## config.mk

```make
export PLATFORM = sky130hd
export DESIGN_NAME = if_fetch_stage
export DESIGN_NICKNAME = d
export VERILOG_FILES = /design/src/rtl/if_fetch_stage.sv
export SDC_FILE = /design/constraint.sdc
export NUM_CORES = 1
export LEC_CHECK = 0
export CORE_ASPECT_RATIO = 1.75
export CORE_MARGIN = 8
export CORE_UTILIZATION = 51
export CTS_CLUSTER_DIAMETER = 200
export DETAILED_ROUTE_END_ITERATION = 6
export PLACE_DENSITY = 0.86
export RECOVER_POWER = 50
export SYNTH_ARGS = -nofsm -noshare
export SYNTH_HDL_FRONTEND = slang
export SYNTH_SLANG_ARGS = --single-unit
```

## constraint.sdc

```tcl
create_clock -name clk -period 5.5 [get_ports clk]
set_input_delay 0.825 -clock clk [delete_from_list [all_inputs] [get_ports clk]]
set_output_delay 0.825 -clock clk [all_outputs]
set_load 0.1 [all_outputs]
```

## src/rtl/if_fetch_stage.sv

```systemverilog
// Instruction-fetch front end: PC generation, 1-cycle-latency imem requests,
// and a 2-entry {inst, pc} queue handed to decode over valid/ready.
module if_fetch_stage #(
    parameter int unsigned        ADDR_W   = 32,
    parameter logic [ADDR_W-1:0]  RESET_PC = '0,
    parameter int unsigned        DEPTH    = 2
) (
    input  logic              clk,
    input  logic              rst,
    output logic              imem_req,
    output logic [ADDR_W-1:0] imem_addr,
    input  logic [31:0]       imem_rdata,
    input  logic              redirect_valid,
    input  logic [ADDR_W-1:0] redirect_pc,
    output logic              out_valid,
    input  logic              out_ready,
    output logic [31:0]       out_inst,
    output logic [ADDR_W-1:0] out_pc
);

    logic [ADDR_W-1:0] fetch_pc_q;
    logic              inflight_q;
    logic [ADDR_W-1:0] inflight_pc_q;
    logic              rst_q;
    logic              head_q, tail_q;
    logic [1:0]        count_q;
    logic [31:0]       inst_mem [2];
    logic [ADDR_W-1:0] pc_mem   [2];

    logic              pop, push;
    logic [2:0]        occupancy;

    always_comb begin
        out_valid = (count_q != 2'd0);
        out_inst  = out_valid ? inst_mem[head_q] : 32'd0;
        out_pc    = out_valid ? pc_mem[head_q] : '0;
        pop       = out_valid & out_ready;
        push      = inflight_q & ~redirect_valid;
        // Credit check: buffered + in-flight entries, minus the one leaving now.
        occupancy = {1'b0, count_q} + {2'b00, inflight_q} - {2'b00, pop};
        imem_req  = ~rst_q & ~redirect_valid & (occupancy < 3'(DEPTH));
        imem_addr = fetch_pc_q;
    end

    always_ff @(posedge clk) begin
        rst_q <= rst;
        if (rst) begin
            fetch_pc_q    <= RESET_PC;
            inflight_q    <= 1'b0;
            inflight_pc_q <= '0;
            head_q        <= 1'b0;
            tail_q        <= 1'b0;
            count_q       <= 2'd0;
        end else if (redirect_valid) begin
            fetch_pc_q <= redirect_pc & ~ADDR_W'(3);
            inflight_q <= 1'b0;
            head_q     <= 1'b0;
            tail_q     <= 1'b0;
            count_q    <= 2'd0;
        end else begin
            inflight_q <= imem_req;
            if (imem_req) begin
                fetch_pc_q    <= fetch_pc_q + ADDR_W'(4);
                inflight_pc_q <= fetch_pc_q;
            end
            if (push) tail_q <= ~tail_q;
            if (pop)  head_q <= ~head_q;
            count_q <= count_q + {1'b0, push} - {1'b0, pop};
        end
    end

    // Payload storage needs no reset; count_q alone defines validity.
    always_ff @(posedge clk) begin
        if (!rst && push) begin
            inst_mem[tail_q] <= imem_rdata;
            pc_mem[tail_q]   <= inflight_pc_q;
        end
    end

endmodule
```

### Word-level counts from Yosys, hierarchy flattened

Memories as Yosys holds them, arrays and structs flattened. A register that Yosys moved wholly into a read port is not among the register bits.
Cells that the tools add are included.
W data, S select, Z words.

| word-level totals | value |
|---|---|
| word-level logic and storage cells | 40 |
| register bits | 70 |
| input bits | 68 |
| memories | 2 |
| bits in writable memories | 128 |

Memories:

| memory | depth | bits a word | read ports | clocked after memory_dff | write ports | line | text |
|---|---|---|---|---|---|---|---|
| inst_mem | 2 | 32 | 1 | 1 | 1 | 27 | `logic [31:0] inst_mem [2];` |
| pc_mem | 2 | 32 | 1 | 1 | 1 | 28 | `logic [ADDR_W-1:0] pc_mem [2];` |

| operators by class | value |
|---|---|
| bitwise logic cells | 8 |
| add/subtract/negate cells | 5 |
| reductions and logical operators | 6 |
| order comparisons | 1 |
| mux-type cells | 10 |

Operator list:

| kind | count |
|---|---|
| $mux W32 | 4 |
| $add A32 B3 Y32 const B | 1 |
| $mux W1 | 6 |
| $and A1 B1 Y1 | 4 |
| $not A1 Y1 | 4 |
| $reduce_bool A2 Y1 | 2 |
| $add A2 B1 Y3 | 1 |
| $lt A3 B2 Y1 const B | 1 |
| $sub A3 B1 Y3 | 1 |
| $add A2 B1 Y2 | 1 |
| $reduce_and A2 Y1 | 1 |
| $reduce_or A2 Y1 | 1 |
| $sub A2 B1 Y2 | 1 |
| $logic_and A1 B1 Y1 | 1 |
| $logic_not A1 Y1 | 1 |

### Longest topological paths before layout

Gate-level depths: netlist of the first run.

| logic depth | value |
|---|---|
| depth in word-level cells | 7 |
| mapped depth | 12 |
| depth with buffers taken out | 10 |

### Worst setup path before layout of the first run

No wires, ideal clock.

| path | value |
|---|---|
| path type | input port to flip-flop |
| from | input port redirect_valid |
| to | memory inst_mem[0][0] (enable) |
| data required time | 5.018 ns |
| buffers on the path | 1 |
| arrival time | 3.858 ns |
| stages on the path | 4 |
| setup slack | 1.160 ns |
| cells stage by stage | clkbuf_1 -> nor2_1 -> nand2_1 -> nor2_1 |

| between the ends | value |
|---|---|
| longest elaborated chain between the ends | 5 |

Ends and longest elaborated chain:

| item | line | text |
|---|---|---|
| from (decl) | 13 | `input logic redirect_valid,` |
| $not A1 Y1 (no line) | - |  |
| $and A1 B1 Y1 | 38 | `push = inflight_q & ~redirect_valid;` |
| $logic_and A1 B1 Y1 | 74 | `if (!rst && push) begin` |
| $mux W1 | 74 |  |
| $mux W1 (not written as such) | 75 | `inst_mem[tail_q] <= imem_rdata;` |
| to (decl) | 27 |  |

No other way between the ends.

### Worst setup path in the final report of the first run

| path | value |
|---|---|
| from | input port rst |
| to | memory inst_mem[1][11] (enable) |

| between the ends | value |
|---|---|
| longest elaborated chain between the ends | 4 |

Ends and longest elaborated chain:

| item | line | text |
|---|---|---|
| from (decl) | 9 | `input logic rst,` |
| $logic_not A1 Y1 | 74 |  |
| $logic_and A1 B1 Y1 | 74 |  |
| $mux W1 | 74 |  |
| $mux W1 (not written as such) | 75 |  |

No other way between the ends.

==> results of run 1 <==
## cells by family (layout without fill, tap and decap cells)
family / after synthesis / after routing / synth area share [%]
AO/OA/AOI/OAI: 68 / 68 / 5.329
XOR/XNOR: 31 / 31 / 3.579
adder cells (fa/ha/maj): 3 / 3 / 0.5778
buffers and inverters: 50 / 209 / 2.729
flip-flops: 191 / 191 / 64.98
multiplexers: 62 / 62 / 7.962
other: 1 / 4 / 0.04811
AND/OR/NAND/NOR: 247 / 247 / 14.80
## cell usage in the layout (no fill, tap or decap), types with 4 or more instances in the layout
master	Yosys	layout
a211oi_1	13	13
xor2_1	5	5
dfxtp_1	67	66
conb_1	1	4
clkbuf_16	0	17
nand4_1	9	9
nor2b_1	4	4
inv_1	10	10
a21oi_1	37	37
dlygate4sd3_1	0	62
or3_1	6	6
buf_4	4	7
clkdlybuf4s50_1	0	95
and3_1	6	5
nor3_1	12	12
nor2_1	88	86
mux2i_1	62	62
and2_1	6	5
xnor2_1	25	25
a311oi_1	5	5
nand2_1	89	89
nand3_1	10	10
nor4_1	5	5
o21ai_0	5	5
inv_6	0	6
edfxtp_1	124	124
## cell type report
cell class                      instances  area (µm²)
Clock buffer                           19       452.9
Clock inverter                         13       115.1
Fill cell                            1127        5060
Inverter                               10       37.54
Multi-Input combinational cell        415        2545
Sequential cell                       191        5069
Tap cell                              186       232.7
Timing Repair Buffer                  167        1653
## worst paths after layout
path | endpoint
setup / recovery | inst_mem[1][11]
hold / removal | pc_mem[1][24]
setup reg to reg | imem_addr[16]
hold reg to reg | pc_mem[1][24]
## layer usage
metal / global-route usage, % / vias to the layer above
li1: - / 2615
met1: 20.57 / 2517
met2: 32.40 / 162
met3: 4.083 / 24
met4: 7.120 / 0
met5: 0 / -
## stage by stage
| step | power [mW] | utilization (%) | instances | area (µm²) |
|---|---|---|---|---|
| final | 3.087 | 66.63 | 1001 | 10100 |
| after global routing | 3.182 | 66.63 | 1001 | 10100 |
| after CTS | 3.120 | 66.66 | 1001 | 10110 |
| after detailed placement | 1.951 | 62.91 | 969 | 9540 |
| after global placement | 1.946 | 62.91 | 969 | 9540 |
| after floorplan | 1.836 | - | 656 | 7806 |
## power by group
part	switching, mW	internal (mW)	leakage [nW]	total [mW]
registers	0.0342	1.55	1.76	1.58
clock network	0.553	0.622	0.286	1.18
logic	0.234	0.0946	1.36	0.329
## registers in the layout, indices dropped and copies added (netlist names), named ones only
signal and cells:
inst_mem 64, inflight_q 1, inflight_pc_q 30, tail_q 1, head_q 1, count_q 2
pc_mem 60, imem_addr 30, rst_q 1
## worst max-delay path: cells and delay by family
family / cells / cell delay, ns
buffers and inverters: 3 / 2.57
and+or+nand+nor: 2 / 1.05
==> impl_results.md, run 1 <==
* Status: finished, violations left
* Violated checks: capacitance limit, slew limit
* Final Max Slew Viols at 67
* Core box area at 0.01516 mm²
* Relative slew margins at -97.95%
* Critical Path Sink Type: flop
* Worst r2r src: count_q[1]
* Worst reg-to-reg setup slack at 2.24 ns
* M1 WL at 6670 µm
* Clock tree buffer depth at 2
* Pin count of the biggest net entering global routing at 67
* Max Cap Viol at 1
* Unrepaired setup endpoints after global routing: false
* CTS sink cnt at 191
* CP peak stage delay at 2.09 ns
* Worst VDD drop at 0.0002470 V
* Die X at 109.5 µm
* Peak Freq at 0.2298 GHz
* Routability Congestion at 0.8732
* Area growth syn-to-layout at 29.63%
* Postcts setup bufs at 0
* Hold Path Origin: inflight_pc_q[24]
* CTS Root Cell: clkbuf_16
* FF+latch count, synth at 191
* First-pass GRT wire length at 28290 µm
* Largest area contributor in the netlist: edfxtp_1
* Clock skew at 0.01195 ns
* Final wirelength at 17680 µm
* Synth unique cells at 41
* Die ar. at 0.01965 mm²
* Final setup vio count at 0
* Critical path's slowest cell: clkbuf_1
* Global route overflow at 0
* Top-count cell post-synth: edfxtp_1
* Worst Reg-to-Reg Cells at 9
* Worst Path Max Fanout at 66
* # diodes at 0
* Rows at 60
* Num ports at 166
* Nets at 873
* Reg clk slew, reported paths at 0.07 ns
* Ys async rst share at 0%
* EDFF count, synth at 124
* Met3 routed WL at 892 µm
* Worst setup path class: in -> reg
* DIE HEIGHT at 179.5 µm
* Drt via density at 5.313
* Met2 WL post-DR at 9729 µm
* Initial antenna violation count at 0
* Crit. Startpoint: rst
* Routed Antenna Nets at 0
* H-tree Lvls at 4
* Fin crit period at 4.351 ns
* CTS resizes at 0
* Mean Syn Cell Area at 11.94 µm²
* CTS Hold Bufs at 0
* Post-DP HPWL at 12240 µm
* Synth top cells by count: edfxtp_1 (124), nand2_1 (89), nor2_1 (88)
* CTS tree: done
* Share of the synthesized area in the top cell type at 47.77%
* Hold/Removal Path Class: reg -> reg
* Pre-CTS setup slack at 1.452 ns
* GRT Total Usage at 18.38%
* Vias at 5318
* Drt drc at 0
* Clock Latency Late Sink at 0.42 ns
* DR pass1 iterations at 5
* Cell Pwr Density at 305.5 mW/mm²
* Vias in the first global route at 5341
* Yosys warns at 0
* Main area contributors after synthesis: edfxtp_1 (48%), dfxtp_1 (17%), mux2i_1 (8.0%), nand2_1 (4.3%), nor2_1 (4.2%)
* Mapped cell area at 0.007795 mm²
* Post-Synthesis Cells at 653
* Final worst setup slack at 1.149 ns
* Final Hold Viols at 0
* Worst path cell trace: buf_2, clkbuf_1, nor2_1, and3_2, buf_4
* Arrival time worst endpoint at 4.48 ns
* Setup_tns at 0 ns
* Setup crit start kind: input port
* Top layer in use: met4
* Worst-Margin Slew at 2.969 ns
* Hold Slack at 0.4514 ns
* Period utilisation layout at 79.11%
* Dominant synthesized flop cell: edfxtp_1
* Req. time, crit path at 5.63 ns
* Hold Path Stages at 0
* Number of port buffers at 159
* Ratio of cells with drive above 1 in the final layout at 6.871%
* CTS Buf Count at 17
* Pleak at 3.412 nW
* Initial Util at 51.40%
* Avg WL per Cell at 17.66 µm
* 1st-iter DRT viols at 264
* Sequential cell area fraction in the yosys report at 64.98%
Power figures use the tool's default switching activity.
==> run 2: changes to the inputs <==
CORE_UTILIZATION = 46   (was 51)
PLACE_DENSITY = 0.82   (was 0.86)
clock period = 3.7 ns   (was 5.5 ns; I/O delays follow)
==> impl_results.md, run 2 (synthesis gave the netlist of run 1 again) <==
* Reg clk slew, reported paths at 0.07 ns
* Rows at 63
* Final std cells w/o fill at 1051
* Delay-heaviest family, CP: buffers and inverters
* Cell Pwr Density at 455.2 mW/mm²
* Req. time, crit path at 3.54 ns
* Final Hold Viols at 0
* 1st-iter DRT viols at 236
* Initial Util at 46.43%
* Num ports at 166
* FF/Latch Area at 0.005069 mm²
* Critical Path Sink Type: flop
* Number of port buffers at 159
* Final wirelength at 18070 µm
* Layout filler cell count at 1340
* Dpl cell area at 0.009519 mm²
* Area growth syn-to-layout at 28.92%
* Drt via density at 5.049
* Die ar. at 0.02153 mm²
* Global route overflow at 0
* Crit path buffers/inverters at 3
* Relative slew margins at -91.89%
* GRT Total Usage at 17.31%
* Setup crit start kind: input port
* Pin count of the biggest net entering global routing at 66
* Clock skew at 0.01165 ns
* Worst path cell trace: dlygate4sd3_1, clkbuf_1, nor2_1, and3_2, clkbuf_2
* CTS Hold Bufs at 0
* First-pass GRT wire length at 28920 µm
* Commonest non-fill, non-tap cell in the layout: edfxtp_1
* Area of the multi-input gates at 0.002537 mm²
* DR pass1 iterations at 4
* CP peak stage delay at 0.87 ns
* Vias in the first global route at 5538
* Clock tree buffer depth at 2
* Initial antenna violation count at 1
* Final instance area at 0.01005 mm²
* Avg WL per Cell at 17.19 µm
* CTS Buf Count at 17
* Peak Freq at 0.3001 GHz
* Drt drc at 0
* Violated checks: capacitance limit, slew limit
* Routability Congestion at 0.9122
* CTS tree: done
* CTS sink cnt at 191
* Vias at 5306
* Biggest register: inst_mem
* Ratio of cells with drive above 1 in the final layout at 15.19%
* Post-DP HPWL at 12510 µm
* Worst setup path class: in -> reg
* Setup_tns at 0 ns
* Pleak at 3.509 nW
* Worst-Margin Slew at 2.878 ns
* DIE HEIGHT at 188.2 µm
* Core box area at 0.01679 mm²
* Most frequent cells in the layout: edfxtp_1 (124), nand2_1 (89), nor2_1 (87)
* Hold Slack at 0.4551 ns
* Fin crit period at 3.333 ns
* Worst Path Max Fanout at 61
* Hold/Removal Path Class: reg -> reg
* Unrepaired setup endpoints after global routing: false
* Postcts setup bufs at 0
* Regs by FF count: inst_mem x64, pc_mem x60
* Nets at 881
* Final Max Slew Viols at 128
* Cell count after placement at 1018
* H-tree Lvls at 4
* Final setup vio count at 0
* Period utilisation layout at 90.07%
* Status: finished, violations left
* Routed Antenna Nets at 0
* CTS Root Cell: clkbuf_16
* Worst VDD drop at 0.0003071 V
* Arrival time worst endpoint at 3.17 ns
* Largest register FFs at 64
* Clock Latency Late Sink at 0.43 ns
* CTS resizes at 0
* Max Cap Viol at 2
* Die X at 114.4 µm
* Critical path's slowest cell: clkbuf_2
[run 2: final timing paths]
check	depth (start not counted)	slack, ns	endpoint	startpoint
worst max register to register	9	0.66	imem_addr[16]	count_q[1]
worst min register to register	0	0.46	pc_mem[1][3]	inflight_pc_q[3]
worst min-delay path	0	0.46	pc_mem[1][3]	inflight_pc_q[3]
worst max-delay path	5	0.37	inst_mem[1][28]	redirect_valid
[run 2: area by class of cell]
type / count / area share (%)
diodes: 1 / 0.02490
repair buffers: 175 / 15.51
well taps: 227 / 2.826
multi-input cells: 415 / 25.25
inverters: 10 / 0.3735
clock buffers: 18 / 4.370
clock inverters: 14 / 1.208
flip-flops and latches: 191 / 50.44
[run 2: layer usage]
metal | vias up | part of all wire (%) | track usage (%) | wire, µm
met1 | 2504 | 38 | 18.24 | 6895
met5 | - | 0 | 0 | 0
met4 | 0 | 2.7 | 7.676 | 484
met2 | 151 | 54 | 31.35 | 9792
met3 | 29 | 5.0 | 4.295 | 898
li1 | 2622 | - | - | -
[run 2: report_power, final]
group / internal (mW) / switching [mW] / total [mW] / leakage (nW)
logic: 0.150 / 0.352 / 0.502 / 1.46
clock network: 0.902 / 0.822 / 1.72 / 0.283
registers: 2.30 / 0.0483 / 2.35 / 1.76
total: 3.35 / 1.22 / 4.57 / 3.51
[run 2: worst reg2reg max path, cell delays in order (launching register included)]
cell and delay [ns]:
dfxtp_1 0.56, nand2_1 0.10, nor2_1 0.17, o21ai_0 0.14, fa_1 0.53, nor2b_1 0.32
nand3_1 0.36, nor4_1 0.38, xnor2_1 0.17, a211oi_1 0.09
[run 2: metrics by stage]
stage	setup WS, ns	power [mW]	utilization (%)
6_report	0.3673	4.575	59.86
3_3_place_gp	0.3290	2.897	56.70
5_1_grt	0.1705	4.726	59.86
3_5_place_dp	0.2439	2.904	56.70
4_1_cts	0.4204	4.621	60.03
2_1_floorplan	0.6689	2.730	-
==> run 3: changes to the inputs <==
CORE_UTILIZATION = 55   (was 46)
PLACE_DENSITY = 0.91   (was 0.82)
clock period = 4 ns   (was 3.7 ns; I/O delays follow)
==> impl_results.md, run 3 (synthesis gave the netlist of run 1 again) <==
* Status: finished, violations left
* Violated checks: capacitance limit, slew limit
* CTS sink cnt at 191
* DIE HEIGHT at 173.5 µm
* Crit path buffers/inverters at 3
* Setup_tns at 0 ns
* Largest register FFs at 64
* CP peak stage delay at 0.55 ns
* Die ar. at 0.01839 mm²
* Global route overflow at 0
* Vias at 5454
* Clock Latency Late Sink at 0.41 ns
* Area of the multi-input gates at 0.002544 mm²
* Initial Util at 56.05%
* First-pass GRT wire length at 28470 µm
* Commonest non-fill, non-tap cell in the layout: edfxtp_1
* CTS resizes at 0
* DR pass1 iterations at 4
* Final wirelength at 17970 µm
* Most frequent cells in the layout: edfxtp_1 (124), nand2_1 (89), nor2_1 (86)
* Unrepaired setup endpoints after global routing: false
* Area growth syn-to-layout at 28.97%
* Clock tree buffer depth at 2
* CTS Buf Count at 17
* Nets at 878
* Final Max Slew Viols at 66
* Dpl cell area at 0.009469 mm²
* Pin count of the biggest net entering global routing at 66
* Num ports at 166
* Relative slew margins at -90.69%
* Delay-heaviest family, CP: buffers and inverters
* Biggest register: inst_mem
* Req. time, crit path at 3.40 ns
* Clock skew at 0.01115 ns
* CTS Hold Bufs at 0
* Pre-CTS setup slack at 0.4472 ns
* Critical Path Sink Type: output port
* Cell Pwr Density at 427.6 mW/mm²
* FF/Latch Area at 0.005069 mm²
* Peak Freq at 0.2874 GHz
* Final Hold Viols at 0
* Vias in the first global route at 5606
* Setup crit start kind: input port
* Fin crit period at 3.480 ns
* Worst setup path class: in -> out
* Final setup vio count at 0
* Drt drc at 0
* Worst VDD drop at 0.0003155 V
* Post-DP HPWL at 13080 µm
* Die X at 106.0 µm
* Routability Congestion at 0.8776
* Postcts setup bufs at 0
* Layout filler cell count at 937
* 1st-iter DRT viols at 240
* Reg clk slew, reported paths at 0.07 ns
* CTS tree: done
* CTS Root Cell: clkbuf_16
* Pleak at 3.475 nW
* Rows at 57
* Worst path cell trace: clkdlybuf4s50_1, nand2_1, nor2_1, o21ai_0, fa_1, xor2_1, nor2_1, nand2_1, inv_1, buf_12
* Avg WL per Cell at 17.99 µm
* Final worst setup slack at 0.5200 ns
* Period utilisation layout at 87.00%
* Drt via density at 5.459
* Initial antenna violation count at 2
* Number of port buffers at 159
* Max Cap Viol at 1
* Worst Path Max Fanout at 3
* Critical path's slowest cell: clkdlybuf4s50_1
* H-tree Lvls at 4
* Regs by FF count: inst_mem x64, pc_mem x60
* GRT Total Usage at 19.62%
* Worst-Margin Slew at 2.860 ns
* Final instance area at 0.01005 mm²
* Hold/Removal Path Class: reg -> reg
* Ratio of cells with drive above 1 in the final layout at 13.05%
* Arrival time worst endpoint at 2.88 ns
* Routed Antenna Nets at 0
* Core box area at 0.01391 mm²
==> run 3: per-stage QoR <==
| step | cells | util, % | hold slack [ns] | power, mW |
|---|---|---|---|---|
| after floorplan | 656 | - | 0.4254 | 2.525 |
| after global placement | 965 | 68.09 | 0.4316 | 2.672 |
| after detailed placement | 965 | 68.09 | 0.4412 | 2.686 |
| after CTS | 997 | 72.34 | 0.4565 | 4.329 |
| after global routing | 999 | 72.29 | 0.4671 | 4.427 |
| final | 999 | 72.29 | 0.4597 | 4.299 |
==> run 3: final cells by class <==
cell class / instances / share of cell area [%]
Antenna cell: 2 / 0.04978
Clock buffer: 18 / 4.480
Clock inverter: 14 / 1.406
Inverter: 10 / 0.3734
Multi-Input combinational cell: 415 / 25.30
Sequential cell: 191 / 50.42
Tap cell: 177 / 2.203
Timing Repair Buffer: 172 / 15.77
==> run 3: worst register-to-register path, stage by stage, from the launching register on <==
cell	delay, ns
dfxtp_1	0.57
nand2_1	0.10
nor2_1	0.18
o21ai_0	0.16
fa_1	0.46
xor2_1	0.21
nor2_1	0.21
buf_4	0.18
nand4_1	0.22
or3_1	0.40
a311oi_1	0.29
==> run 3: path summary, 6_finish.rpt <==
check	startpoint	to	slack, ns	depth (start not counted)
max	out_ready	imem_req	0.52	10
min reg2reg	inflight_pc_q[7]	pc_mem[0][7]	0.46	0
min	inflight_pc_q[7]	pc_mem[0][7]	0.46	0
max reg2reg	count_q[1]	imem_addr[29]	0.91	10
==> run 3: routing by layer <==
layer  track usage, %  wire (µm)  vias to the layer above
met1            19.55       6421                     2590
met5                0          0                        -
met2            35.99       9868                      200
li1                 -          -                     2618
met3            4.617        933                       46
met4            10.74        744                        0
==> run 3: report_power, final <==
group          switching [mW]  total [mW]  leakage, nW  internal [mW]
Clock                   0.741        1.66        0.291          0.918
Sequential             0.0474        2.18         1.76           2.13
Combinational           0.327       0.464         1.42          0.137
Total                    1.12        4.30         3.48           3.18
